File: config.mk
export PLATFORM = sky130hd
export DESIGN_NAME = ifmap_row_streamer
export DESIGN_NICKNAME = d
export VERILOG_FILES = /design/src/rtl/ifmap_row_streamer.sv
export SDC_FILE = /design/constraint.sdc
export NUM_CORES = 1
export LEC_CHECK = 0
export CORE_UTILIZATION = 40
export DETAILED_ROUTE_END_ITERATION = 8
export HOLD_SLACK_MARGIN = 0.02
export PLACE_DENSITY = 0.75
export SYNTH_ARGS = -nofsm -noshare
export SYNTH_HDL_FRONTEND = slang
export SYNTH_SLANG_ARGS = --single-unit
File: constraint.sdc
create_clock -name clk -period 4.95 [get_ports clk]
set_input_delay 1.2375 -clock clk [delete_from_list [all_inputs] [get_ports clk]]
set_output_delay 1.2375 -clock clk [all_outputs]
set_load 0.005 [all_outputs]
File: src/rtl/ifmap_row_streamer.sv
// ifmap_row_streamer
// Reads IFMap pixels row by row from a synchronous single-port memory. It tags
// each word with first/last-of-row flags and pushes {first, last, pixel} into
// the IFMap FIFO under its ready handshake. A 2-entry queue absorbs the 1-cycle
// memory latency, which gives one word per cycle while the FIFO accepts.
// Optional feature: define IFMAP_STREAMER_ZERO_PAD_EN to add a 2-bit 'pad'
// input. Each row then gets pad zero words before and after it; these words are
// generated internally and do not read the memory.
module ifmap_row_streamer #(
  parameter int DATA_WIDTH    = 16,
  parameter int ADDR_WIDTH    = 10,
  parameter int ROW_LEN_WIDTH = 6,
  parameter int ROWS_WIDTH    = 6
) (
  input  logic                     clk,
  input  logic                     rst,
  input  logic                     start,
  input  logic [ADDR_WIDTH-1:0]    base_addr,
  input  logic [ROW_LEN_WIDTH-1:0] row_len,
  input  logic [ROW_LEN_WIDTH-1:0] row_pitch,
  input  logic [ROWS_WIDTH-1:0]    num_rows,
`ifdef IFMAP_STREAMER_ZERO_PAD_EN
  input  logic [1:0]               pad,
`endif
  output logic                     mem_ren,
  output logic [ADDR_WIDTH-1:0]    mem_addr,
  input  logic [DATA_WIDTH-1:0]    mem_rdata,
  input  logic                     buf_ready,
  output logic                     buf_wen,
  output logic [DATA_WIDTH+1:0]    buf_din,
  output logic                     busy,
  output logic                     done
);

  // Column counter is one bit wider so that row_len plus both pad runs fits.
  localparam int CW = ROW_LEN_WIDTH + 1;
  localparam int EW = DATA_WIDTH + 2;

  typedef enum logic [1:0] {
    ST_IDLE   = 2'd0,
    ST_STREAM = 2'd1,
    ST_DRAIN  = 2'd2
  } state_t;

  state_t                   state_q, state_d;
  logic [ADDR_WIDTH-1:0]    row_base_q, row_base_d;
  logic [CW-1:0]            col_q, col_d;
  logic [ROWS_WIDTH-1:0]    row_q, row_d;
  logic [ROWS_WIDTH-1:0]    rows_q, rows_d;
  logic [ROW_LEN_WIDTH-1:0] len_q, len_d;
  logic [ROW_LEN_WIDTH-1:0] pitch_q, pitch_d;
`ifdef IFMAP_STREAMER_ZERO_PAD_EN
  logic [1:0]               pad_q, pad_d;
`endif
  logic [1:0]               occ_q, occ_d;
  logic [EW-1:0]            ent0_q, ent0_d;
  logic [EW-1:0]            ent1_q, ent1_d;
  logic                     inflight_q;
  logic                     inflight_pad_q;
  logic [1:0]               inflight_tag_q;
  logic                     done_q, done_d;
  logic                     busy_q, busy_d;

  logic [CW-1:0]            pad_w_s;
  logic [CW-1:0]            total_s;
  logic [CW-1:0]            pix_idx_s;
  logic [ADDR_WIDTH-1:0]    rd_addr_s;
  logic                     is_pad_s;
  logic                     first_s;
  logic                     last_s;
  logic [1:0]               tag_s;
  logic                     last_row_s;
  logic                     pop_s;
  logic [2:0]               pending_s;
  logic                     issue_s;
  logic                     accept_s;
  logic [EW-1:0]            push_word_s;

`ifdef IFMAP_STREAMER_ZERO_PAD_EN
  assign pad_w_s = CW'(pad_q);
`else
  assign pad_w_s = {CW{1'b0}};
`endif

  // Position of the current column within the padded row, and its tag
  assign total_s    = CW'(len_q) + pad_w_s + pad_w_s;
  assign is_pad_s   = (col_q < pad_w_s) || (col_q >= (pad_w_s + CW'(len_q)));
  assign pix_idx_s  = col_q - pad_w_s;
  assign rd_addr_s  = row_base_q + ADDR_WIDTH'(pix_idx_s);
  assign first_s    = (col_q == {CW{1'b0}});
  assign last_s     = (col_q == (total_s - CW'(1'b1)));
  assign tag_s      = {first_s, last_s};
  assign last_row_s = (row_q == (rows_q - ROWS_WIDTH'(1'b1)));

  // A pop happens whenever the head is valid and the FIFO has space.
  // Slot accounting counts both queued words and the word still in flight.
  assign pop_s     = rst && (occ_q != 2'd0) && buf_ready;
  assign pending_s = {1'b0, occ_q} + {2'b00, inflight_q} - {2'b00, pop_s};
  assign issue_s   = rst && (state_q == ST_STREAM) && (pending_s < 3'd2);
  assign accept_s  = (state_q == ST_IDLE) && start && !done_q;

  // Word returned this cycle: memory data, or zero for a pad slot
  assign push_word_s = {inflight_tag_q, (inflight_pad_q ? {DATA_WIDTH{1'b0}} : mem_rdata)};

  assign mem_ren  = issue_s && !is_pad_s;
  assign mem_addr = mem_ren ? rd_addr_s : {ADDR_WIDTH{1'b0}};
  assign buf_wen  = pop_s;
  assign buf_din  = pop_s ? ent0_q : {EW{1'b0}};
  assign busy     = busy_q;
  assign done     = done_q;

  // Next state, configuration latch and row/column walk
  always_comb begin
    state_d    = state_q;
    row_base_d = row_base_q;
    col_d      = col_q;
    row_d      = row_q;
    rows_d     = rows_q;
    len_d      = len_q;
    pitch_d    = pitch_q;
`ifdef IFMAP_STREAMER_ZERO_PAD_EN
    pad_d      = pad_q;
`endif
    done_d     = 1'b0;
    case (state_q)
      ST_IDLE: begin
        if (accept_s) begin
          row_base_d = base_addr;
          col_d      = {CW{1'b0}};
          row_d      = {ROWS_WIDTH{1'b0}};
          rows_d     = num_rows;
          len_d      = row_len;
          pitch_d    = row_pitch;
`ifdef IFMAP_STREAMER_ZERO_PAD_EN
          pad_d      = pad;
`endif
          if ((row_len == {ROW_LEN_WIDTH{1'b0}}) || (num_rows == {ROWS_WIDTH{1'b0}})) begin
            state_d = ST_DRAIN;
          end else begin
            state_d = ST_STREAM;
          end
        end else begin
          state_d = ST_IDLE;
        end
      end
      ST_STREAM: begin
        if (issue_s) begin
          if (last_s) begin
            col_d      = {CW{1'b0}};
            row_base_d = row_base_q + ADDR_WIDTH'(pitch_q);
            row_d      = row_q + ROWS_WIDTH'(1'b1);
            if (last_row_s) begin
              state_d = ST_DRAIN;
            end else begin
              state_d = ST_STREAM;
            end
          end else begin
            col_d = col_q + CW'(1'b1);
          end
        end else begin
          state_d = ST_STREAM;
        end
      end
      ST_DRAIN: begin
        // Finish when the last word leaves this cycle (or nothing was queued),
        // so done lands in the cycle right after the final write.
        if (!inflight_q && ((occ_q == 2'd0) || ((occ_q == 2'd1) && pop_s))) begin
          done_d  = 1'b1;
          state_d = ST_IDLE;
        end else begin
          state_d = ST_DRAIN;
        end
      end
      default: begin
        state_d = ST_IDLE;
      end
    endcase
    busy_d = (state_d != ST_IDLE) || done_d;
  end

  // Two-entry FIFO-order queue: entry 0 is the head
  always_comb begin
    occ_d  = occ_q;
    ent0_d = ent0_q;
    ent1_d = ent1_q;
    case ({pop_s, inflight_q})
      2'b01: begin
        if (occ_q == 2'd0) begin
          ent0_d = push_word_s;
        end else begin
          ent1_d = push_word_s;
        end
        occ_d = occ_q + 2'd1;
      end
      2'b10: begin
        ent0_d = ent1_q;
        occ_d  = occ_q - 2'd1;
      end
      2'b11: begin
        if (occ_q == 2'd1) begin
          ent0_d = push_word_s;
        end else begin
          ent0_d = ent1_q;
          ent1_d = push_word_s;
        end
      end
      default: begin
        occ_d = occ_q;
      end
    endcase
  end

  // State, counters, queue and in-flight tracking; synchronous active-low reset
  always_ff @(posedge clk) begin
    if (!rst) begin
      state_q        <= ST_IDLE;
      row_base_q     <= {ADDR_WIDTH{1'b0}};
      col_q          <= {CW{1'b0}};
      row_q          <= {ROWS_WIDTH{1'b0}};
      rows_q         <= {ROWS_WIDTH{1'b0}};
      len_q          <= {ROW_LEN_WIDTH{1'b0}};
      pitch_q        <= {ROW_LEN_WIDTH{1'b0}};
`ifdef IFMAP_STREAMER_ZERO_PAD_EN
      pad_q          <= 2'b00;
`endif
      occ_q          <= 2'd0;
      ent0_q         <= {EW{1'b0}};
      ent1_q         <= {EW{1'b0}};
      inflight_q     <= 1'b0;
      inflight_pad_q <= 1'b0;
      inflight_tag_q <= 2'b00;
      done_q         <= 1'b0;
      busy_q         <= 1'b0;
    end else begin
      state_q        <= state_d;
      row_base_q     <= row_base_d;
      col_q          <= col_d;
      row_q          <= row_d;
      rows_q         <= rows_d;
      len_q          <= len_d;
      pitch_q        <= pitch_d;
`ifdef IFMAP_STREAMER_ZERO_PAD_EN
      pad_q          <= pad_d;
`endif
      occ_q          <= occ_d;
      ent0_q         <= ent0_d;
      ent1_q         <= ent1_d;
      inflight_q     <= issue_s;
      inflight_pad_q <= is_pad_s;
      inflight_tag_q <= tag_s;
      done_q         <= done_d;
      busy_q         <= busy_d;
    end
  end

endmodule

==> flow_metrics.tcl, run 1 <==
set metrics [dict create \
    ys_seq_area_frac 0.349 \
    grt_max_degree 41 \
    post-route-drc-count 0 \
    setup_tns_ps 0 \
    rr_worst_depth 14 \
    cp_data_arrival_time_ps 3620 \
    drive_above_1_share 0.0789 \
    met1_length_um 5630 \
    area_growth_pct 26.7 \
    final_cell_mix "dfxtp_1, clkdlybuf4s50_1, nor2_1, nand2_1, a21oi_1" \
    cap_violations 0 \
    die_h_um 114 \
    crit_family "buffers and inverters" \
    synth_compound_area_frac 0.200 \
    grtUsageTotal 0.205 \
    synth_xor_area_frac 0.0545 \
    irDropWorstVdd_mv 0.175 \
    wl_met2_um 6200 \
    period_minus_slack_ps 4860 \
    synth_area_sq_um 4990 \
    hold_viol_final 0 \
    status "finished, final reports clean" \
    p_leak_nw 2.61 \
    antenna_cells 0 \
    required_ps 3710 \
    pre_cts_ws_ps -335 \
    worst-path-stages 13 \
    top_layer "met4" \
    start_util 0.413 \
    root_buffer "clkbuf_16" \
    synth-adder-area-share 0.0873 \
    cp-end-kind "output pin" \
    syn_avg_cell_area_sq_um 8.27 \
    p_per_area_nw_per_um2 333 \
    coreArea_sq_um 12100 \
    cts_made_buffers 9 \
    dieWidth_um 114 \
    grt_pass1_vias 4473 \
    async_flop_share 0 \
    drt-initial-drc-count 274 \
    reg2reg_to "row_base_q[7]" \
    gp_congestion 0.896 \
    finalWorstSetupSlack_ps 91.1 \
    synth_top_family_by_area "simple AND/OR/NAND/NOR gates" \
    worst-path-buf-inv 5 \
    clkSinkCount 87 \
    final_cells 852 \
    place_inst 836 \
    cts_htree_levels 3 \
    wl_per_cell_um 15.0 \
    met3_length_um 690 \
    synth-main-ff-cell "dfxtp_1" \
    clock_skew_ps 6.07 \
    crit_start "buf_ready" \
    cts_tree "built" \
    synth_nets 684 \
    yosys-mux-area-fraction 0.0422 \
    insertion_delay_ps 340 \
    max_slew_margin 0.249 \
    cp_cell_sequence "dlygate4sd2_1 > and3_4 > ha_1 > nand2b_4 > fa_2 > nand2_1 > nor3_2 > buf_4 > buf_4 > nand2_2 > buf_6 > nor2_1 > clkdlybuf4s15_1" \
    yosys_warnings 0 \
    grt_first_pass_wirelength_um 21100 \
    final-setup-viol-count 0 \
    vias 4619 \
    hold_class "register to register" \
    synth-seq-cells 87 \
    viasPerCell 5.42 \
    final_common_cell "dfxtp_1" \
    yosysUniqueCellTypes 55 \
    ios 80 \
    numPortBuffers 79 \
    clk_pin_slew_ps 60 \
    synth-edff-count 0 \
    yosys.area_share.simple 0.224 \
    fillers 1099 \
    wirelength_um 12800 \
    ant_nets 0 \
    num_rows 40 \
    first_pass_iters 4 \
    postCtsHoldBufs 0 \
    timing.final.crit_share 0.982 \
    gr-total-overflow 0 \
    max_stage_delay_ps 510 \
    worst_setup_path_start_kind "primary input" \
    critPathMaxFanout 6 \
    r2r-start "occ_q[0]" \
    slowest_stage "fa_2" \
    drv_slew 0 \
    cpMostUsedCell "buf_4" \
    fmax_mhz 206 \
    place_hpwl_um 9040 \
    max-clock-path-buffers 2 \
    critPathKind "primary input to output pin" \
    tightest_slew_ps 1120 \
    dieArea_sq_um 12900 \
    cp-endpoint "mem_addr[2]" \
    netlist_instances 603 \
    antenna_found_initial 0 \
    nets 761 \
    r2r_setup_slack_ps 1330 \
    grt_setup_unrepaired "false" \
]
-- timing repair --
action / 4_1_cts / 5_1_grt
pin swaps: 1 / 0
buffers inserted: 1 / 0
resized for setup: 21 / 11
endpoints found under the setup margin: 11 / 6
-- registers in the layout (all words and copies together), names as in the netlist --
signal          count
busy                1
col_q               7
done                1
ent0_q             18
ent1_q             18
inflight_pad_q      1
inflight_q          1
inflight_tag_q      2
len_q               6
occ_q               2
pitch_q             6
row_base_q         10
row_q               6
rows_q              6
state_q             2
-- cell families after synthesis --
group / after synthesis
and+or+nand+nor: 231
AOI/OAI and AO/OA: 145
DFF: 87
buffers and inverters: 55
adders and majority gates: 33
xor gates and xnor gates: 31
muxes: 21
-- per-stage QoR --
| step | hold slack, ps | instance area [sq um] | utilization | power [mW] |
|---|---|---|---|---|
| 2_1_floorplan | 440 | 4990 | - | 1.23 |
| 3_3_place_gp | 454 | 6010 | 0.498 | 1.40 |
| 3_5_place_dp | 457 | 6010 | 0.498 | 1.42 |
| 4_1_cts | 467 | 6330 | 0.525 | 2.11 |
| 5_1_grt | 494 | 6320 | 0.524 | 2.23 |
| 6_report | 465 | 6320 | 0.524 | 2.10 |
-- worst register-to-register path, delay by kind of cell (launching register included) --
family	cells	cell delay (ps)
fa+ha+maj	3	980
simple gates	5	940
compound gates	3	860
flops	1	450
buf+inv	3	320
-- where the power goes --
| group | internal, mW | switching [mW] | total, mW |
|---|---|---|---|
| clock | 0.392 | 0.292 | 0.683 |
| sequential | 0.783 | 0.0683 | 0.852 |
| combinational | 0.259 | 0.309 | 0.568 |
-- Yosys cell counts, types with 6 or more instances --
cell type  number  area, sq um
nor2b_1        20          125
nand3_1        13         65.1
dfxtp_1        87         1740
a22oi_1        18          135
nor2_1         66          248
nor3_1         13         65.1
a31oi_1         6         37.5
nand2b_1        7         43.8
xor2_1         13          114
inv_1          23         86.3
ha_1           30          375
a21o_1         10         75.1
o21ai_0        14         70.1
xnor2_1        18          158
a21oi_1        36          180
a211oi_1       26          195
nand2_1        63          236
clkbuf_1       25         93.8
nor4_1          7         43.8
mux2i_1        21          210
and2_1         18          113
-- layer usage --
layer,up-vias,GRT usage
met2,130,0.360
met3,21,0.0340
met5,-,0
met1,2168,0.251
met4,0,0.0763
li1,2300,-
-- worst min path at each step --
stage                from    endpoint  slack (ps)  depth (start not counted)
2_1_floorplan  pitch_q[0]  pitch_q[0]         440                          2
3_3_place_gp   pitch_q[0]  pitch_q[0]         450                          2
3_5_place_dp   pitch_q[2]  pitch_q[2]         460                          2
4_1_cts        pitch_q[2]  pitch_q[2]         470                          2
5_1_grt         rows_q[5]   rows_q[5]         490                          2
6_report       pitch_q[0]  pitch_q[0]         470                          2
-- cell type report --
class,instances,area [sq um],area share
flip-flops and latches,87,1740,0.276
repair buffers,98,912,0.144
clock inverters,6,70.1,0.0111
well taps,168,210,0.0333
clock buffers,9,225,0.0356
multi-input cells,461,3070,0.486
inverters,23,86.3,0.0137
Power figures use the tool's default switching activity.
==> inputs of run 2 (changes only) <==
Settings changed: PLACE_DENSITY 0.75 to 0.6.
==> run 2 against run 1 <==
Cell area grew 0.55%. Worst setup slack got worse by 23 ps. Routed wire length grew 0.72%. Non-clock buffer count down 1. Via count is 2.1% lower. Power grew 0.76%. Worst hold slack better by 6.4 ps. Clock skew is 4.0 ps higher. Count of clock-buffer cells in the layout is 2 higher. Die area is the same. Core utilization increased by 0.29 points.
==> flow_metrics.tcl, run 2 (synthesized netlist as in run 1, its figures left out) <==
set metrics [dict create \
    first_pass_iters 4 \
    cap_violations 0 \
    status "finished, final reports clean" \
    place_hpwl_um 9280 \
    finalPower_mw 2.12 \
    cts_htree_levels 3 \
    top_usage_layer "met2" \
    tightest_slew_ps 1170 \
    grt_first_pass_wirelength_um 21000 \
    final_cell_mix "dfxtp_1, clkdlybuf4s50_1, nor2_1, nand2_1, a21oi_1" \
    antenna_cells 0 \
    setup_tns_ps 0 \
    grt_max_degree 37 \
    hold_viol_final 0 \
    cp_cell_sequence "dlygate4sd2_1 > and3_4 > ha_4 > nand2b_4 > fa_2 > nand2_1 > nor3_2 > buf_4 > nand2_2 > nor2_2 > clkdlybuf4s50_1" \
    final-setup-viol-count 0 \
    wirelength_um 12900 \
    worst_setup_path_start_kind "primary input" \
    ios 80 \
    dieWidth_um 114 \
    globalRouteMet2Util 0.368 \
    final_area_sq_um 6350 \
    start_util 0.413 \
    clk_pin_slew_ps 60 \
    critPathKind "primary input to output pin" \
    drt-initial-drc-count 165 \
    gr-total-overflow 0 \
    area_growth_pct 27.4 \
    multi_input_comb_area_sq_um 3080 \
    fmax_mhz 205 \
    max-clock-path-buffers 2 \
    num_rows 40 \
    gp_congestion 0.868 \
    grt.met1_usage 0.248 \
    grtUsageTotal 0.209 \
    reg.largest.list "ent0_q x18, ent1_q x18, row_base_q x10" \
    dieArea_sq_um 12900 \
    irDropWorstVdd_mv 0.248 \
    period_minus_slack_ps 4880 \
    cp_data_arrival_time_ps 3640 \
    timing.final.crit_share 0.986 \
    insertion_delay_ps 350 \
    coreArea_sq_um 12100 \
    nets 760 \
    clock_skew_ps 10.1 \
    cts_tree "built" \
    hold_class "register to register" \
    root_buffer "clkbuf_16" \
    critPathMaxFanout 4 \
    slowest_stage "fa_2" \
    dpl_cell_area_sq_um 6000 \
    wl_per_cell_um 15.1 \
    viasPerCell 5.31 \
    register_area_sq_um 1740 \
    drive_above_1_share 0.0747 \
    max_stage_delay_ps 510 \
    vias 4523 \
    pre_cts_ws_ps -453 \
    max_slew_margin 0.219 \
    antenna_found_initial 0 \
    numPortBuffers 79 \
    grt_use_met3 0.0441 \
    worst-path-buf-inv 3 \
    die_h_um 114 \
    grt_pass1_vias 4346 \
    clkSinkCount 87 \
    fillers 1164 \
    final_common_cell "dfxtp_1" \
    crit_family "buffers and inverters" \
    post-route-drc-count 0 \
    cp-end-kind "output pin" \
    p_per_area_nw_per_um2 334 \
    ant_nets 0 \
    p_leak_nw 2.65 \
    required_ps 3710 \
    finalWorstSetupSlack_ps 68.4 \
    drv_slew 0 \
    cts_made_buffers 9 \
]
## run 2: cell types whose count changed in the layout (fill, tap and decap cells not counted), sizes merged
cell and change:
dlymetal6s2s +2, clkinvlp -1, clkbuf -2, inv -1
buf -1, clkdlybuf4s50 +2
## run 2: metrics by stage
step	hold WS [ps]	std cells	util
6_report	471	851	0.527
3_5_place_dp	464	835	0.497
2_1_floorplan	440	603	-
5_1_grt	494	851	0.527
3_3_place_gp	456	835	0.497
4_1_cts	473	851	0.525
## run 2: worst min-delay path: stages, from the launching register on
cell,delay [ps]
dfxtp_1,320
nand2_1,50
a21oi_1,50
## run 2: where the power goes
group | internal [mW] | switching [mW]
clock network | 0.417 | 0.282
registers | 0.783 | 0.0675
logic | 0.259 | 0.309
total | 1.46 | 0.659
## run 2: what timing repair did
item | CTS | global route
endpoints found under the setup margin | 11 | 4
hold buffers | 0 | 0
gates resized for setup | 18 | 5
endpoints found under the hold margin | 0 | 0
setup buffers | 1 | 0
pin swaps | 2 | 0
## run 2: layer usage
metal	part of all wire	wire, um	vias up
met1	0.44	5720	2106
met5	0	0	-
li1	-	-	2284
met3	0.048	621	20
met4	0.022	284	0
met2	0.49	6260	113
## run 2: cell type report
cell class	count	area share
Inverter	23	0.0136
Clock inverter	4	0.00847
Clock buffer	11	0.0398
Tap cell	168	0.0331
Multi-Input combinational cell	461	0.485
Timing Repair Buffer	97	0.146
Sequential cell	87	0.274
## run 2: path summary, 6_finish.rpt
check,from,end,slack (ps),cells after the start
max,buf_ready,mem_addr[2],70,11
min,pitch_q[3],pitch_q[3],470,2
max reg2reg,occ_q[0],row_base_q[7],1370,14
min reg2reg,pitch_q[3],pitch_q[3],470,2
==> inputs of run 3 (changes only) <==
Settings changed: GPL_ROUTABILITY_DRIVEN set to 0, SLEW_MARGIN set to 20.
==> run 3 against run 2 <==
Worst setup slack got worse by 1.7 ps. Core utilization is 0.052 points higher. Maximum frequency is essentially flat. Routed wire length up 0.22%. Critical path type unchanged. Largest cell class unchanged.
==> flow_metrics.tcl, run 3 (synthesized netlist as in run 1, its figures left out) <==
set metrics [dict create \
    max-clock-path-buffers 2 \
    post-route-drc-count 0 \
    clkSinkCount 87 \
    reg.largest.list "ent0_q x18, ent1_q x18, row_base_q x10" \
    crit_family "buffers and inverters" \
    irDropWorstVdd_mv 0.248 \
    worst_setup_path_start_kind "primary input" \
    power_frac_clock 0.330 \
    switching_share 0.311 \
    setup_tns_ps 0 \
    dieArea_sq_um 12900 \
    pre_cts_ws_ps -453 \
    slowest_stage "fa_2" \
    start_util 0.413 \
    drv_slew 0 \
    critPathMaxFanout 4 \
    whs_ps 471 \
    antenna_found_initial 0 \
    vias 4519 \
    drive_above_1_share 0.0761 \
    wl_per_cell_um 15.2 \
    p_leak_nw 2.65 \
    final-setup-viol-count 0 \
    cap_violations 0 \
    grt_first_pass_wirelength_um 21000 \
    tightest_slew_ps 690 \
    max_slew_margin 0.538 \
    clk_pin_slew_ps 60 \
    utilization 0.527 \
    root_buffer "clkbuf_16" \
    dpl_cell_area_sq_um 6000 \
    period_minus_slack_ps 4880 \
    cts_htree_levels 3 \
    fmax_mhz 205 \
    grt_max_degree 37 \
    clock_skew_ps 9.93 \
    worst-path-buf-inv 3 \
    final_common_cell "dfxtp_1" \
    ios 80 \
    gr-total-overflow 0 \
    cts_tree "built" \
    nets 760 \
    power_frac_comb 0.268 \
    cts_made_buffers 9 \
    final_area_sq_um 6360 \
    cp-end-kind "output pin" \
    antenna_cells 0 \
    cp_cell_sequence "dlygate4sd2_1 > and3_4 > ha_4 > nand2b_4 > fa_2 > nand2_1 > nor3_2 > buf_4 > nand2_2 > nor2_2 > clkdlybuf4s50_1" \
    viasPerCell 5.31 \
    hold_class "register to register" \
    place_inst 835 \
    wirelength_um 12900 \
    ant_nets 0 \
    hold_viol_final 0 \
    first_pass_iters 4 \
    timing.final.crit_share 0.987 \
    grt_pass1_vias 4346 \
    fillers 1163 \
    numPortBuffers 79 \
    finalWorstSetupSlack_ps 66.8 \
    cp_data_arrival_time_ps 3650 \
    drt-initial-drc-count 151 \
    coreArea_sq_um 12100 \
    place_hpwl_um 9280 \
    dieWidth_um 114 \
    finalPower_mw 2.12 \
    p_int_mw 1.46 \
    required_ps 3710 \
    p_per_area_nw_per_um2 333 \
    insertion_delay_ps 350 \
    p_seq_frac 0.401 \
    final_cells 851 \
    final_cell_mix "dfxtp_1, clkdlybuf4s50_1, nor2_1, nand2_1, a21oi_1" \
    status "finished, final reports clean" \
    switchingPower_uw 660 \
    area_growth_pct 27.6 \
    grtUsageTotal 0.209 \
    die_h_um 114 \
    num_rows 40 \
    max_stage_delay_ps 510 \
    critPathKind "primary input to output pin" \
]
==> run 3: tightest hold or removal path, stage by stage (launching register included) <==
cell and delay (ps):
dfxtp_1 320, nand2_1 50, a21oi_1 50
==> run 3: final timing paths <==
path	start	to	slack, ps	cells past startpoint
worst min register to register	pitch_q[3]	pitch_q[3]	470	2
worst min-delay path	pitch_q[3]	pitch_q[3]	470	2
worst max register to register	occ_q[0]	row_base_q[7]	1340	14
worst max-delay path	buf_ready	mem_addr[2]	70	11
==> run 3: area by class of cell <==
type	count	area, sq um	area share
Timing Repair Buffer	97	928	0.146
Tap cell	168	210	0.0331
Sequential cell	87	1740	0.274
Clock inverter	4	53.8	0.00846
Inverter	23	86.3	0.0136
Clock buffer	11	253	0.0397
Multi-Input combinational cell	461	3090	0.485
==> run 3: power groups by stage <==
stage / clock network, mW / logic, mW / registers (mW)
2_1_floorplan: 0 / 0.387 / 0.841
3_3_place_gp: 0 / 0.542 / 0.862
3_5_place_dp: 0 / 0.556 / 0.866
4_1_cts: 0.720 / 0.568 / 0.850
5_1_grt: 0.744 / 0.636 / 0.863
6_report: 0.700 / 0.569 / 0.851
==> run 3: routing by layer <==
| layer | up-vias | wire length (um) | GRT usage |
|---|---|---|---|
| li1 | 2282 | - | - |
| met1 | 2103 | 5720 | 0.248 |
| met2 | 113 | 6340 | 0.368 |
| met3 | 21 | 567 | 0.0441 |
| met4 | 0 | 282 | 0.0851 |
| met5 | - | 0 | 0 |
==> run 3: what timing repair did <==
| action | 4_1_cts | 5_1_grt |
|---|---|---|
| hold buffers | 0 | 0 |
| pin swaps | 2 | 0 |
| setup buffers | 1 | 0 |
| gates resized for setup | 18 | 5 |
| endpoints found under the setup margin | 11 | 4 |
